--- config.mk ---
export PLATFORM = sky130hd
export DESIGN_NAME = fetch_pc_unit
export DESIGN_NICKNAME = d
export VERILOG_FILES = /design/src/rtl/fetch_pc_unit.sv
export SDC_FILE = /design/constraint.sdc
export NUM_CORES = 1
export LEC_CHECK = 0
export BUFFER_PORTS_ARGS = -buffer_cell sky130_fd_sc_hd__buf_2
export CORE_ASPECT_RATIO = 1.75
export CORE_MARGIN = 1.5
export CORE_UTILIZATION = 53
export CTS_CLUSTER_DIAMETER = 150
export DETAILED_ROUTE_END_ITERATION = 8
export GPL_ROUTABILITY_DRIVEN = 0
export GPL_TIMING_DRIVEN = 0
export PLACE_DENSITY = 0.86
export SLEW_MARGIN = 25
export SYNTH_ARGS = -nofsm -noshare
export SYNTH_HDL_FRONTEND = slang
export SYNTH_SLANG_ARGS = --single-unit
--- constraint.sdc ---
create_clock -name clock -period 3.9 [get_ports clock]
set_clock_uncertainty 0.15 [all_clocks]
set_input_delay 0.78 -clock clock [delete_from_list [all_inputs] [get_ports clock]]
set_output_delay 0.78 -clock clock [all_outputs]
set_load 0.03 [all_outputs]
--- src/rtl/fetch_pc_unit.sv ---
// fetch_pc_unit: PC sequencing and instruction fetch with stall, redirect,
// misaligned-target trap and a saturating redirect counter.
module fetch_pc_unit #(
    parameter logic [31:0] RESET_PC = 32'h0000_0000,
    parameter int          CNT_W    = 16
) (
    input  logic             clock,
    input  logic             reset,
    input  logic             PCsrc,
    input  logic [31:0]      target,
    input  logic             stall,
    input  logic             imem_ready,
    input  logic [31:0]      imem_rdata,
    output logic             imem_req,
    output logic [31:0]      imem_addr,
    output logic [31:0]      instr,
    output logic [31:0]      instr_pc,
    output logic             instr_valid,
    output logic             nop,
    output logic             misalign_err,
    output logic [CNT_W-1:0] redirect_count
);
    localparam logic [1:0] S_BOOT = 2'd0;
    localparam logic [1:0] S_REQ  = 2'd1;
    localparam logic [1:0] S_HOLD = 2'd2;
    localparam logic [1:0] S_ERR  = 2'd3;
    localparam logic [CNT_W-1:0] CNT_MAX = '1;
    localparam logic [31:0] NOP_INSTR = 32'h0000_0013;

    logic [1:0]       r_state;
    logic [31:0]      r_pc;
    logic [31:0]      r_instr;
    logic [31:0]      r_instr_pc;
    logic             r_valid;
    logic             r_nop;
    logic             r_err;
    logic [CNT_W-1:0] r_cnt;
    logic             w_live;
    logic             w_redirect;
    logic             w_misalign;

    // ERROR is terminal, so any redirect request there is simply dropped
    assign w_live     = r_state != S_ERR;
    assign w_redirect = w_live && PCsrc && target[1:0] == 2'b00;
    assign w_misalign = w_live && PCsrc && target[1:0] != 2'b00;

    assign imem_req       = r_state == S_REQ;
    assign imem_addr      = r_pc;
    assign instr          = r_instr;
    assign instr_pc       = r_instr_pc;
    assign instr_valid    = r_valid;
    assign nop            = r_nop;
    assign misalign_err   = r_err;
    assign redirect_count = r_cnt;

    always_ff @(posedge clock) begin
        if (reset) begin
            r_state    <= S_BOOT;
            r_pc       <= RESET_PC;
            r_instr    <= NOP_INSTR;
            r_instr_pc <= RESET_PC;
            r_valid    <= 1'b0;
            r_nop      <= 1'b0;
            r_err      <= 1'b0;
            r_cnt      <= '0;
        end else if (!w_live) begin
            r_valid <= 1'b0;
            r_nop   <= 1'b1;
        end else if (w_misalign) begin
            r_err   <= 1'b1;
            r_state <= S_ERR;
            r_valid <= 1'b0;
            r_nop   <= 1'b1;
        end else if (w_redirect) begin
            r_pc    <= target;
            r_valid <= 1'b0;
            r_nop   <= 1'b1;
            r_state <= S_REQ;
            if (r_cnt != CNT_MAX) r_cnt <= r_cnt + 1'b1;
        end else begin
            r_nop <= 1'b0;
            if (r_state == S_BOOT) begin
                r_state <= S_REQ;
            end else if (r_state == S_HOLD) begin
                if (!stall) r_state <= S_REQ;
            end else if (stall) begin
                // with nothing live there is nothing to hold, so keep requesting
                if (r_valid) r_state <= S_HOLD;
            end else if (imem_ready) begin
                r_instr    <= imem_rdata;
                r_instr_pc <= r_pc;
                r_valid    <= 1'b1;
                r_pc       <= r_pc + 32'd4;
            end else begin
                r_valid <= 1'b0;
            end
        end
    end
endmodule

# After elaboration in Yosys (flattened, before gate mapping)
# Index checks and enable logic that the tools add are counted.
[totals]
mem_count = 0
latchBits = 0
register_bits = 117
romBits = 0
ramBits = 0
input_bits = 69
out_inout_bits = 116
[classes]
shifts = 0
n_bitwise = 6
n_reduce_logical = 16
div_mod_pow = 0
order_cmp = 0
add_sub_neg = 2
multipliers = 0
n_eq_ne = 8
mux = 16
[op_table]
columns = ["operator", "count"]
rows = [
  ["$mux 32", 5],
  ["$add 32x3->32 const B", 1],
  ["$add 16x1->16 const B", 1],
  ["$ne 16x16->1 const B", 1],
  ["$mux 2", 7],
  ["$reduce_bool 5->1", 2],
  ["$reduce_and 4->1", 2],
  ["$reduce_and 7->1", 1],
  ["$ne 2x2->1 const B", 3],
  ["$not 1->1", 6],
  ["$reduce_and 6->1", 1],
  ["$ne 5x5->1 const B", 1],
  ["$logic_not 2->1", 2],
  ["$mux 1", 4],
  ["$reduce_bool 2->1", 2],
  ["$reduce_or 4->1", 1],
  ["$logic_and 1x1->1", 3],
  ["$reduce_and 3->1", 1],
  ["$eq 2x1->1 const B", 1],
  ["$eq 2x2->1 const B", 1],
  ["$ne 2x1->1 const B", 1],
  ["$reduce_and 2->1", 1],
]

# Depth between registers and ports, before layout
[logic_depth]
depth_word = 6
ltp_mapped = 7

# Worst setup path before layout
# OpenSTA, ideal clock, no wires.
[synth_path]
path_type = "input port to flip-flop"
from = "input PCsrc"
to = "register r_pc[14], in the netlist imem_addr[14]"
setup_time_ns = 0.091
t_required_ns = 3.659
n_path_buf = 1
path_slack_ns = 1.653
arrival_ns = 2.006
stages = 5
cell_sequence = "buf_4 nor4b_4 nand4_2 or3_1 a311oi_1"
[synth_between]
elab_chain_cells = 4
[synth_lines]
columns = ["item", "line", "source"]
rows = [
  ["start, declared", "9", "input logic PCsrc,"],
  ["$logic_and 1x1->1 (*)", "44, 45", ""],
  ["$logic_and 1x1->1 (on tied branches)", "44, 45", ""],
  ["$ne 2x2->1 (no source line), or another cell as far along", "--", ""],
  ["$reduce_and 6->1 (no source line)", "--", ""],
  ["end signal, assigned", "75", "r_pc <= target;"],
  ["end signal, assigned", "93", "r_pc <= r_pc + 32'd4;"],
  ["end, declared", "31", "logic [31:0] r_pc;"],
]
# Mark *: on every way between the ends. The rest lies on a longest branch, timed or not.
# A chain may end at the register's enable or synchronous reset.

# Final worst setup path
[layout_path]
from = "input stall"
to = "register r_instr[31], in the netlist instr[31]"
[layout_between]
elab_chain_cells = 2
[layout_lines]
columns = ["item", "line", "source"]
rows = [
  ["start, declared", "11", "input logic stall,"],
  ["$not 1->1 (no source line)", "--", ""],
  ["$reduce_and 7->1 (no source line)", "--", ""],
  ["end signal, assigned", "90", "r_instr <= imem_rdata;"],
  ["end, declared", "32", "logic [31:0] r_instr;"],
]
# Every way passes these cells.

==> impl_metrics.csv <==
group,metric,value,unit
drt,vias,5163,
layout,diodes,0,
power,leakage,2.812,nW
timing,rsz0062_at_grt,"no",
critical_path,worst-path-buf-inv,3,
layout,final_area,6653,um^2
layout,fin_util,71.15,%
cts,worstSkewPairLatency,0.41,ns
drt,wl,14.78,mm
critical_path,worstSetupPathType,"in2reg",
timing,relSlewSlack,60.21,%
power,pwr-share-seq,43.0,%
cts,postCtsSetupBuffers,0,
drt,drc,0,
critical_path,path_max_fanout,10,
drt,avgViaCountPerCell,5.522,
run,drv_cap,0,
layout,final_common_cell,"buf_2",
yosys,syn_avg_cell_area,8.389,um^2
floorplan,dieWidth,76.85,um
cts,clock_path_buffers,2,
cts,cts_resized,0,
yosys,syn_inst,603,
cts,tritoncts,"built",
layout,area_growth_syn_to_layout,31.51,%
power,swShare,24.36,%
yosys,synthFlopType,"dfxtp_1",
floorplan,start_util,54.10,%
floorplan,dieArea,10160,um^2
placement,dp_cells,907,
yosys,synth_cell_types,56,
timing,period_needed,2.193,ns
cts,cts_hold_buf,0,
global_route,overflow,0,
global_route,grt_max_degree,17,
placement,hpwlAfterDp,10.97,mm
power,p_int,2.227,mW
drt,first_pass_iters,5,
yosys,synth_seq_cells,117,
critical_path,cpMaxStageDelayCell,"nor2_2",
floorplan,coreArea,9350,um^2
timing,final.period_utilization,56.23,%
cts,cts_root_buffer,"clkbuf_16",
global_route,grt_usage,29.35,%
timing,setup_viol,0,
timing,slew_viol_final,0,
floorplan,die-height,132.2,um
yosys,synth-edff-count,0,
yosys,async_flop_share,0,%
placement,io_buffers,182,
critical_path,start_kind,"primary input",
yosys,yosysWarnings,0,
cts,clock_sinks,117,
global_route,antenna_found_initial,0,
critical_path,cp.arrival,2.37,ns
critical_path,critPathTopFamily,"buffers and inverters",
layout,fin_nets,875,
placement,placedInstanceArea,6122,um^2
floorplan,io_pins,185,
drt,drt-initial-drc-count,260,
cts,cts.htree.levels,4,
layout,mostFrequentLayoutCells,"189 x buf_2, 145 x nand2_1, 117 x dfxtp_1",
layout,final_cells,935,
status,status,"completed",
timing,max_freq,456.0,MHz
timing,hold_violations,0,
global_route,grt_pass1_vias,5188,
timing,worstMarginPinSlew,0.5969,ns
global_route,grt_pass1_wl,23.92,mm
worst_hold_path,min_path_type,"reg2reg",
floorplan,rows,47,
power,power.switching,0.7170,mW
layout,drive_gt1_share,29.27,%
yosys,synth_nets,674,
critical_path,worstSetupEndpointType,"flop",
drt,wire_per_inst,15.81,um
critical_path,path_common_cell,"buf_2",
cts,path_clk_slew,0.05,ns
cts,cts_buffers,17,
power,pwr-share-clk,48.1,%
power,comb_power_share,8.9,%
drt,ant_nets,0,
yosys,syn_area,5059,um^2
yosys,ys_seq_area_share,46.30,%
timing,whs,0.2866,ns
power,ir_worst_vdd,0.3161,mV
critical_path,path_cells,"buf_2, nand4bb_4, nor2_2, buf_2, buf_2, nand2_1, a21oi_1",
critical_path,required,4.08,ns
critical_path,max_stage_delay,0.37,ns
timing,finalSetupTns,0,ns
power,powerDensity,442.5,nW/um^2
## power groups by stage
stage | combinational [mW] | sequential (mW) | clock, mW
detailed placement | 0.259 | 1.29 | 0
global placement | 0.252 | 1.29 | 0
CTS | 0.261 | 1.26 | 1.42
finish | 0.261 | 1.27 | 1.42
global route | 0.280 | 1.27 | 1.48
floorplan | 0.102 | 1.34 | 0
## worst register-to-register path: stages, from the launching register on
cell and delay, ns:
dfxtp_1 0.31, buf_6 0.14, nor4b_4 0.38, nand2_1 0.27
buf_2 0.27, clkbuf_1 0.24, nand2_1 0.14, a21oi_1 0.07
## synth_stat cells (all sizes together) (2+ instances only)
library cell  count  area (um^2)
a22oi             3        22.52
xnor2            18        157.7
a2111oi           2        42.54
o22ai             3        18.77
and2              4        25.02
nand4            17        112.6
a31oi             3        18.77
and3              7        43.79
o211ai            2        15.01
dfxtp           117         2342
nand2           146        550.5
clkbuf           26        97.59
nor4              8        77.57
nor2b             2        12.51
a21oi            66        330.3
or3               2        12.51
xor2             16        140.1
inv               8        30.03
a21o              2        15.01
ha                2        25.02
a311oi            3        26.28
nor4b             2        38.78
nand3            14        75.07
nor3              5        30.03
o21ai             3        15.01
and4              9        81.33
buf              15        95.09
nor2             52        197.7
a211oi           25        210.2
mux2i             7        70.07
nand3b            4        30.03
## metrics by stage
step	worst slack [ns]	power, mW
finish	1.707	2.944
global placement	1.311	1.540
global route	1.558	3.027
CTS	1.664	2.947
detailed placement	1.258	1.548
floorplan	1.653	1.442
## final cells by class
cell class / instances / area [um^2]
fill: 720 / 2698
multi-input combinational: 437 / 2494
buffer: 41 / 192.7
timing repair buffer: 182 / 910.9
tap: 122 / 152.6
sequential: 117 / 2342
clock inverter: 5 / 52.55
clock buffer: 23 / 478.0
inverter: 8 / 30.03
## state kept, by name, indices dropped and copies added, names as in the netlist
name / count
imem_addr: 32
instr: 32
instr_pc: 32
redirect_count: 16
r_state: 2
instr_valid: 1
misalign_err: 1
nop: 1
## per-layer routing
metal / vias up / share of wire, % / track usage, %
met1: 2433 / 38 / 31.24
li1: 2486 / - / -
met5: - / 0 / 0
met3: 47 / 5.3 / 7.197
met2: 197 / 54 / 52.95
met4: 0 / 3.4 / 14.51
## final timing paths
| kind | start | to | slack [ns] | cells after the start |
|---|---|---|---|---|
| max reg2reg | r_state[1]$_SDFFE_PP0P_ | instr[15]$_SDFFE_PP0P_ | 1.80 | 7 |
| min | imem_addr[1]$_SDFFE_PP0P_ | imem_addr[1]$_SDFFE_PP0P_ | 0.29 | 2 |
| min reg2reg | imem_addr[1]$_SDFFE_PP0P_ | imem_addr[1]$_SDFFE_PP0P_ | 0.29 | 2 |
| max | stall | instr[31]$_SDFFE_PP0P_ | 1.71 | 7 |
## logic make-up after synthesis
family                     synth area share (%)
and+or+nand+nor                           26.54
adders and majority gates                0.4946
AOI/OAI and AO/OA                         14.99
muxes                                     1.385
buffers and inverters                     4.403
xor gates and xnor gates                  5.887
DFF                                       46.30
Power figures use the tool's default switching activity.
